==> config.mk <==
export PLATFORM = sky130hd
export DESIGN_NAME = fc_cim_ctrl
export DESIGN_NICKNAME = d
export VERILOG_FILES = /design/src/rtl/fc_pkg.sv /design/src/rtl/fc_ctrl_counter.sv /design/src/rtl/fc_cim_ctrl.sv
export SDC_FILE = /design/constraint.sdc
export NUM_CORES = 1
export LEC_CHECK = 0
export ABC_AREA = 1
export BUFFER_PORTS_ARGS = -buffer_cell sky130_fd_sc_hd__buf_4
export CAP_MARGIN = 20
export CELL_PAD_IN_SITES_DETAIL_PLACEMENT = 0
export CELL_PAD_IN_SITES_GLOBAL_PLACEMENT = 1
export CORE_MARGIN = 1.5
export CORE_UTILIZATION = 30
export CTS_CLUSTER_SIZE = 10
export DETAILED_ROUTE_END_ITERATION = 10
export PLACE_DENSITY = 0.63
export REMOVE_ABC_BUFFERS = 1
export SYNTH_ARGS = -nofsm -noshare
export SYNTH_HDL_FRONTEND = slang
export SYNTH_HIERARCHICAL = 1
export SYNTH_SLANG_ARGS = --single-unit
==> constraint.sdc <==
create_clock -name clk -period 1.77 [get_ports clk]
set_clock_uncertainty 0.05 [all_clocks]
set_input_delay 0.2655 -clock clk [delete_from_list [all_inputs] [get_ports clk]]
set_output_delay 0.2655 -clock clk [all_outputs]
set_load 0.01 [all_outputs]
==> src/rtl/fc_pkg.sv <==
// Shared types and sizing helpers for the fully connected layer controller.
package fc_pkg;

    typedef enum logic [2:0] {
        S_IDLE,
        S_LOAD,
        S_COMPUTE,
        S_WAIT_FUNC,
        S_HANDOFF
    } t_ctrl_state;

    // Tile count along one crossbar dimension (h_cim_tiles / v_cim_tiles).
    function automatic int ceil_div(input int num, input int den);
        return (num + den - 1) / den;
    endfunction

    // Counter/port width that never collapses to zero bits for a count of 1.
    function automatic int cnt_width(input int n);
        return (n > 1) ? $clog2(n) : 1;
    endfunction

endpackage

==> src/rtl/fc_ctrl_counter.sv <==
// Terminal-count counter: wraps to zero when enabled at the terminal value.
module fc_ctrl_counter #(
    parameter int width    = 8,
    parameter int terminal = 255
) (
    input  logic             clk,
    input  logic             rst,
    input  logic             clr,
    input  logic             en,
    output logic [width-1:0] cnt,
    output logic             done
);

    localparam logic [width-1:0] term_v = width'(terminal);

    assign done = (cnt == term_v);

    // NOTE: sequential state uses non-blocking assignments so every flop samples pre-edge values.
    always_ff @(posedge clk or negedge rst) begin
        if (!rst) begin
            cnt <= '0;
        end else if (clr) begin
            cnt <= '0;
        end else if (en) begin
            cnt <= done ? '0 : cnt + width'(1);
        end
    end

endmodule

==> src/rtl/fc_cim_ctrl.sv <==
// Layer sequencer for one FC layer: load crossbar inputs, bit-serial compute, hand off to fc_func.
// Optional macro FC_CIM_CTRL_PERF_EN adds saturating busy/stall performance counters.
module fc_cim_ctrl
    import fc_pkg::*;
#(
    parameter int input_size    = 201,
    parameter int xbar_size     = 256,
    parameter int datatype_size = 8,
    parameter int cim_latency   = 4,
    parameter int v_cim_tiles   = ceil_div(input_size, xbar_size)
) (
    input  logic                                clk,
    input  logic                                rst,
    input  logic                                i_start,
    output logic                                o_busy,
    output logic [cnt_width(xbar_size)-1:0]     o_in_addr,
    output logic                                o_in_we,
    output logic                                o_cim_compute,
    output logic [cnt_width(datatype_size)-1:0] o_cim_bit,
    output logic                                o_cim_busy,
    input  logic                                i_func_busy,
    output logic                                o_func_start
`ifdef FC_CIM_CTRL_PERF_EN
    ,
    output logic [31:0]                         o_perf_cycles,
    output logic [31:0]                         o_perf_stall
`endif
);

    localparam int aw = cnt_width(xbar_size);
    localparam int bw = cnt_width(datatype_size);
    localparam int lw = cnt_width(cim_latency + 1);
    // Stacked tiles are loaded in parallel, so a multi-tile layer sweeps a full crossbar height.
    localparam int load_rows = (v_cim_tiles > 1) ? xbar_size : input_size;

    t_ctrl_state state, state_nxt;

    logic          cnt_clr, load_en, lat_en, bit_en;
    logic          load_done, lat_done, bit_done;
    logic [aw-1:0] load_cnt;
    logic [bw-1:0] bit_cnt;
    logic [lw-1:0] lat_cnt;

    assign cnt_clr = (state == S_IDLE);

    fc_ctrl_counter #(.width(aw), .terminal(load_rows - 1)) u_load_cnt (
        .clk(clk), .rst(rst), .clr(cnt_clr), .en(load_en), .cnt(load_cnt), .done(load_done)
    );

    fc_ctrl_counter #(.width(bw), .terminal(datatype_size - 1)) u_bit_cnt (
        .clk(clk), .rst(rst), .clr(cnt_clr), .en(bit_en), .cnt(bit_cnt), .done(bit_done)
    );

    // Phase 0 issues the compute pulse; phases 1..cim_latency wait for tile outputs.
    fc_ctrl_counter #(.width(lw), .terminal(cim_latency)) u_lat_cnt (
        .clk(clk), .rst(rst), .clr(cnt_clr), .en(lat_en), .cnt(lat_cnt), .done(lat_done)
    );

    always_ff @(posedge clk or negedge rst) begin
        if (!rst) state <= S_IDLE;
        else      state <= state_nxt;
    end

    // NOTE: every output and enable gets a default first, so no path can infer a latch.
    always_comb begin
        state_nxt     = state;
        load_en       = 1'b0;
        lat_en        = 1'b0;
        bit_en        = 1'b0;
        o_busy        = 1'b1;
        o_in_we       = 1'b0;
        o_in_addr     = '0;
        o_cim_compute = 1'b0;
        o_cim_bit     = '0;
        o_cim_busy    = 1'b0;
        o_func_start  = 1'b0;
        case (state)
            S_IDLE: begin
                o_busy = 1'b0;
                if (i_start) state_nxt = S_LOAD;
            end
            S_LOAD: begin
                o_in_we    = 1'b1;
                o_in_addr  = load_cnt;
                o_cim_busy = 1'b1;
                load_en    = 1'b1;
                if (load_done) state_nxt = S_COMPUTE;
            end
            S_COMPUTE: begin
                o_cim_busy    = 1'b1;
                o_cim_bit     = bit_cnt;
                o_cim_compute = (lat_cnt == '0);
                lat_en        = 1'b1;
                bit_en        = lat_done;
                if (lat_done && bit_done) state_nxt = S_WAIT_FUNC;
            end
            S_WAIT_FUNC: begin
                if (!i_func_busy) state_nxt = S_HANDOFF;
            end
            S_HANDOFF: begin
                o_func_start = 1'b1;
                if (i_func_busy) state_nxt = S_IDLE;
            end
            default: state_nxt = S_IDLE;
        endcase
    end

`ifdef FC_CIM_CTRL_PERF_EN
    always_ff @(posedge clk or negedge rst) begin
        if (!rst) begin
            o_perf_cycles <= '0;
            o_perf_stall  <= '0;
        end else begin
            if (o_busy && (o_perf_cycles != '1))
                o_perf_cycles <= o_perf_cycles + 32'd1;
            if (((state == S_WAIT_FUNC) || (state == S_HANDOFF)) && (o_perf_stall != '1))
                o_perf_stall <= o_perf_stall + 32'd1;
        end
    end
`endif

endmodule
==> impl_metrics.py <==
metrics = {
    "status": {
        "outcome": "complete, no violations",
    },
    "route": {
        "vias": 1044,
        "firstDrtPassIters": 4,
        "drc": 0,
        "dr.first_iter.drc_count": 48,
        "drtAntennaViolNets": 0,
        "drt-total-wl_um": 2560,
        "avgRoutedWirePerCell_um": 10.7,
        "viasPerCell": 4.39,
    },
    "layout": {
        "drive_gt1_share_pct": 28.9,
        "final_nets": 201,
        "multi_input_area_sq_um": 637,
        "num_antenna_cells": 0,
        "nFillCells": 409,
        "syn_to_final_growth_pct": 24.6,
        "register_area_sq_um": 427,
    },
    "floorplanning": {
        "die_h_um": 66.1,
        "start_util_pct": 32.0,
        "rows": 22,
        "coreArea_sq_um": 3740,
        "die_w_um": 66.1,
        "pin_count": 20,
        "dieArea_sq_um": 4380,
    },
    "synth": {
        "ys_seq_area_share_pct": 35.6,
        "avgSynthCellArea_sq_um": 7.34,
        "synthAdderAreaFrac_pct": 6.28,
        "synth_compound_area_share_pct": 7.43,
        "synthSimpleGateAreaFrac_pct": 37.8,
        "synthMuxAreaShare_pct": 0,
        "yosys.cell_types.count": 25,
        "synth-seq-cells": 17,
        "synth_top_family_by_area": "simple AND/OR/NAND/NOR gates",
        "synth_area_sq_um": 1200,
        "ys_warn_count": 6,
        "synthCells": 163,
        "synth-xor-area-share_pct": 0.732,
    },
    "critical_path": {
        "path_cells": "nor2_2 -> nand2_2 -> buf_4 -> nor2_1 -> buf_4",
        "max_stage_delay_ns": 0.46,
        "worstSetupPathType": "flop to output pin",
        "r2r_cells": 12,
        "crit_path_frequent_cell": "buf_4",
        "arrival_ns": 1.35,
        "required_ns": 1.45,
        "worst_path_max_delay_cell": "dfrtp_1",
        "end_kind": "output pin",
        "critPathLaunchType": "flop",
        "crit_fanout": 9,
    },
    "clocking": {
        "h-tree-depth": 1,
        "numCtsBuffers": 3,
        "cts_root_buffer": "clkbuf_8",
        "clock-sinks": 17,
        "cts_tree": "done",
        "path_clk_slew_ns": 0.07,
        "clk_latency_ns": 0.25,
        "clockBufferDepth": 2,
    },
    "timing": {
        "fin_crit_ns": 1.66,
        "setup_tns_ns": 0,
        "slew_violations": 0,
        "rsz0062_at_grt": "false",
        "setup_violations": 0,
        "max_freq_mhz": 601,
        "fin_ws_ns": 0.105,
        "slew_headroom_pct": 82.8,
        "tightest_slew_ns": 0.258,
        "finalCritPeriodShare_pct": 94.1,
        "final-hold-violation-count": 0,
    },
    "grt": {
        "gr-total-overflow": 0,
        "grt_pass1_vias": 1018,
        "grt_max_degree": 18,
        "grt_usage_pct": 13.5,
        "grt_first_pass_wirelength_um": 4500,
        "antenna_found_initial": 0,
    },
    "placed_design": {
        "port_buffers": 19,
        "dp_slack_ns": 0.156,
        "place.gp.congestion": 0.768,
        "dpl.hpwl_um": 1970,
    },
    "power_and_ir_drop": {
        "power_density_nw_per_um2": 1450,
        "p_leak_nw": 0.771,
        "ir_worst_vdd_mv": 0.599,
    },
    "run": {
        "max_cap_viol_count": 0,
    },
    "min_path": {
        "hold_depth": 4,
        "hp-class": "input port to flop",
    },
}
[what timing repair did]
action / CTS / global route
gates cloned: 0 / 0
pin swaps: 0 / 1
endpoints found under the hold margin: 17 / 0
resized for setup: 1 / 3
setup buffers: 0 / 1
setup endpoints to repair: 1 / 10
hold buffers: 1 / 0
[power by group]
part / switching [mW] / total, mW / internal [mW]
combinational: 0.797 / 1.26 / 0.467
clock: 0.140 / 0.300 / 0.160
sequential: 0.115 / 0.593 / 0.478
[worst max-delay path, delay by kind of cell, from the launching register on]
| kind | cells | cell delay [ns] |
|---|---|---|
| flip-flops | 1 | 0.46 |
| AND/OR/NAND/NOR | 3 | 0.33 |
| buffers and inverters | 2 | 0.30 |
[synth_stat cells, drive strengths merged]
library cell	count	share of area [%]
nand2	37	15
dfrtp	17	36
nor4	1	1.0
xor2	1	0.73
inv	38	12
o21ai	6	3.5
or2	1	0.52
nor2	28	10
a21oi	5	2.7
clkinv	1	0.31
ha	6	6.3
o21bai	2	1.3
nor3	4	3.0
nand4	5	2.6
nand3	11	4.6
[kinds of logic after synthesis]
group | Yosys count
buf+inv | 39
xor+xnor | 1
simple gates | 87
flops | 17
fa+ha+maj | 6
compound gates | 13
[sequential cells by signal (all words and copies together), names as in the netlist]
register / flops
state: 3
u_bit_cnt/cnt: 3
u_lat_cnt/cnt: 3
u_load_cnt/cnt: 8
[final cells by class]
type                    instances  area share [%]
flip-flops and latches         17            28.6
multi-input cells             107            42.7
clock buffers                   4            3.02
well taps                      48            4.03
inverters                      39            9.82
repair buffers                 23            11.8
[per-stage QoR]
stage	instance area, sq um	power [mW]	util (%)	hold slack, ns	cells
after floorplan	1200	1.46	-	-0.0801	163
after global placement	1410	1.83	37.8	0.102	232
after detailed placement	1410	1.84	37.8	0.104	232
after CTS	1470	2.16	39.3	0.248	237
after global routing	1490	2.36	39.8	0.274	238
final	1490	2.16	39.8	0.270	238
[worst paths after layout]
| path | from | end | slack [ns] |
|---|---|---|---|
| setup / recovery | state[2] | o_in_addr[0] | 0.11 |
| hold / removal | i_func_busy | state[2] | 0.27 |
| setup reg to reg | u_load_cnt/cnt[0] | state[1] | 0.18 |
| hold reg to reg | u_bit_cnt/cnt[1] | u_bit_cnt/cnt[1] | 0.46 |
| max in group asynchronous | rst | state[0] | 1.10 |
| min in group asynchronous | rst | state[0] | 0.36 |
[cells in the final DEF, fill, tap and decap left out]
cell type       n
dfrtp_1        16
nor2_4          1
a21oi_2         2
clkbuf_8        3
o21ai_4         1
or2_1           1
a21oi_1         3
nand4_1         5
nor3_4          1
ha_1            6
nand2_1        27
nand3_1        10
nand2_2         7
nand2_4         2
inv_1          34
nor2_1         20
xor2_1          1
clkinv_1        1
dfrtp_2         1
o21ai_0         3
nor2_2          7
nor3_1          2
clkbuf_1        1
nand3_2         1
inv_2           4
nor3_2          1
nor4_2          1
o21bai_1        2
dlygate4sd3_1   1
buf_4          22
nand2_8         1
o21ai_1         2
[per-layer routing]
metal | up-vias | share of wire, % | track usage, % | wire length, um
met3 | 2 | 2.6 | 2.04 | 67
met1 | 469 | 49 | 16.7 | 1240
met2 | 15 | 48 | 23.4 | 1230
met4 | 0 | 0.90 | 5.36 | 23
li1 | 558 | - | - | -
met5 | - | 0 | 0 | 0
(Power assumes the default switching activity.)
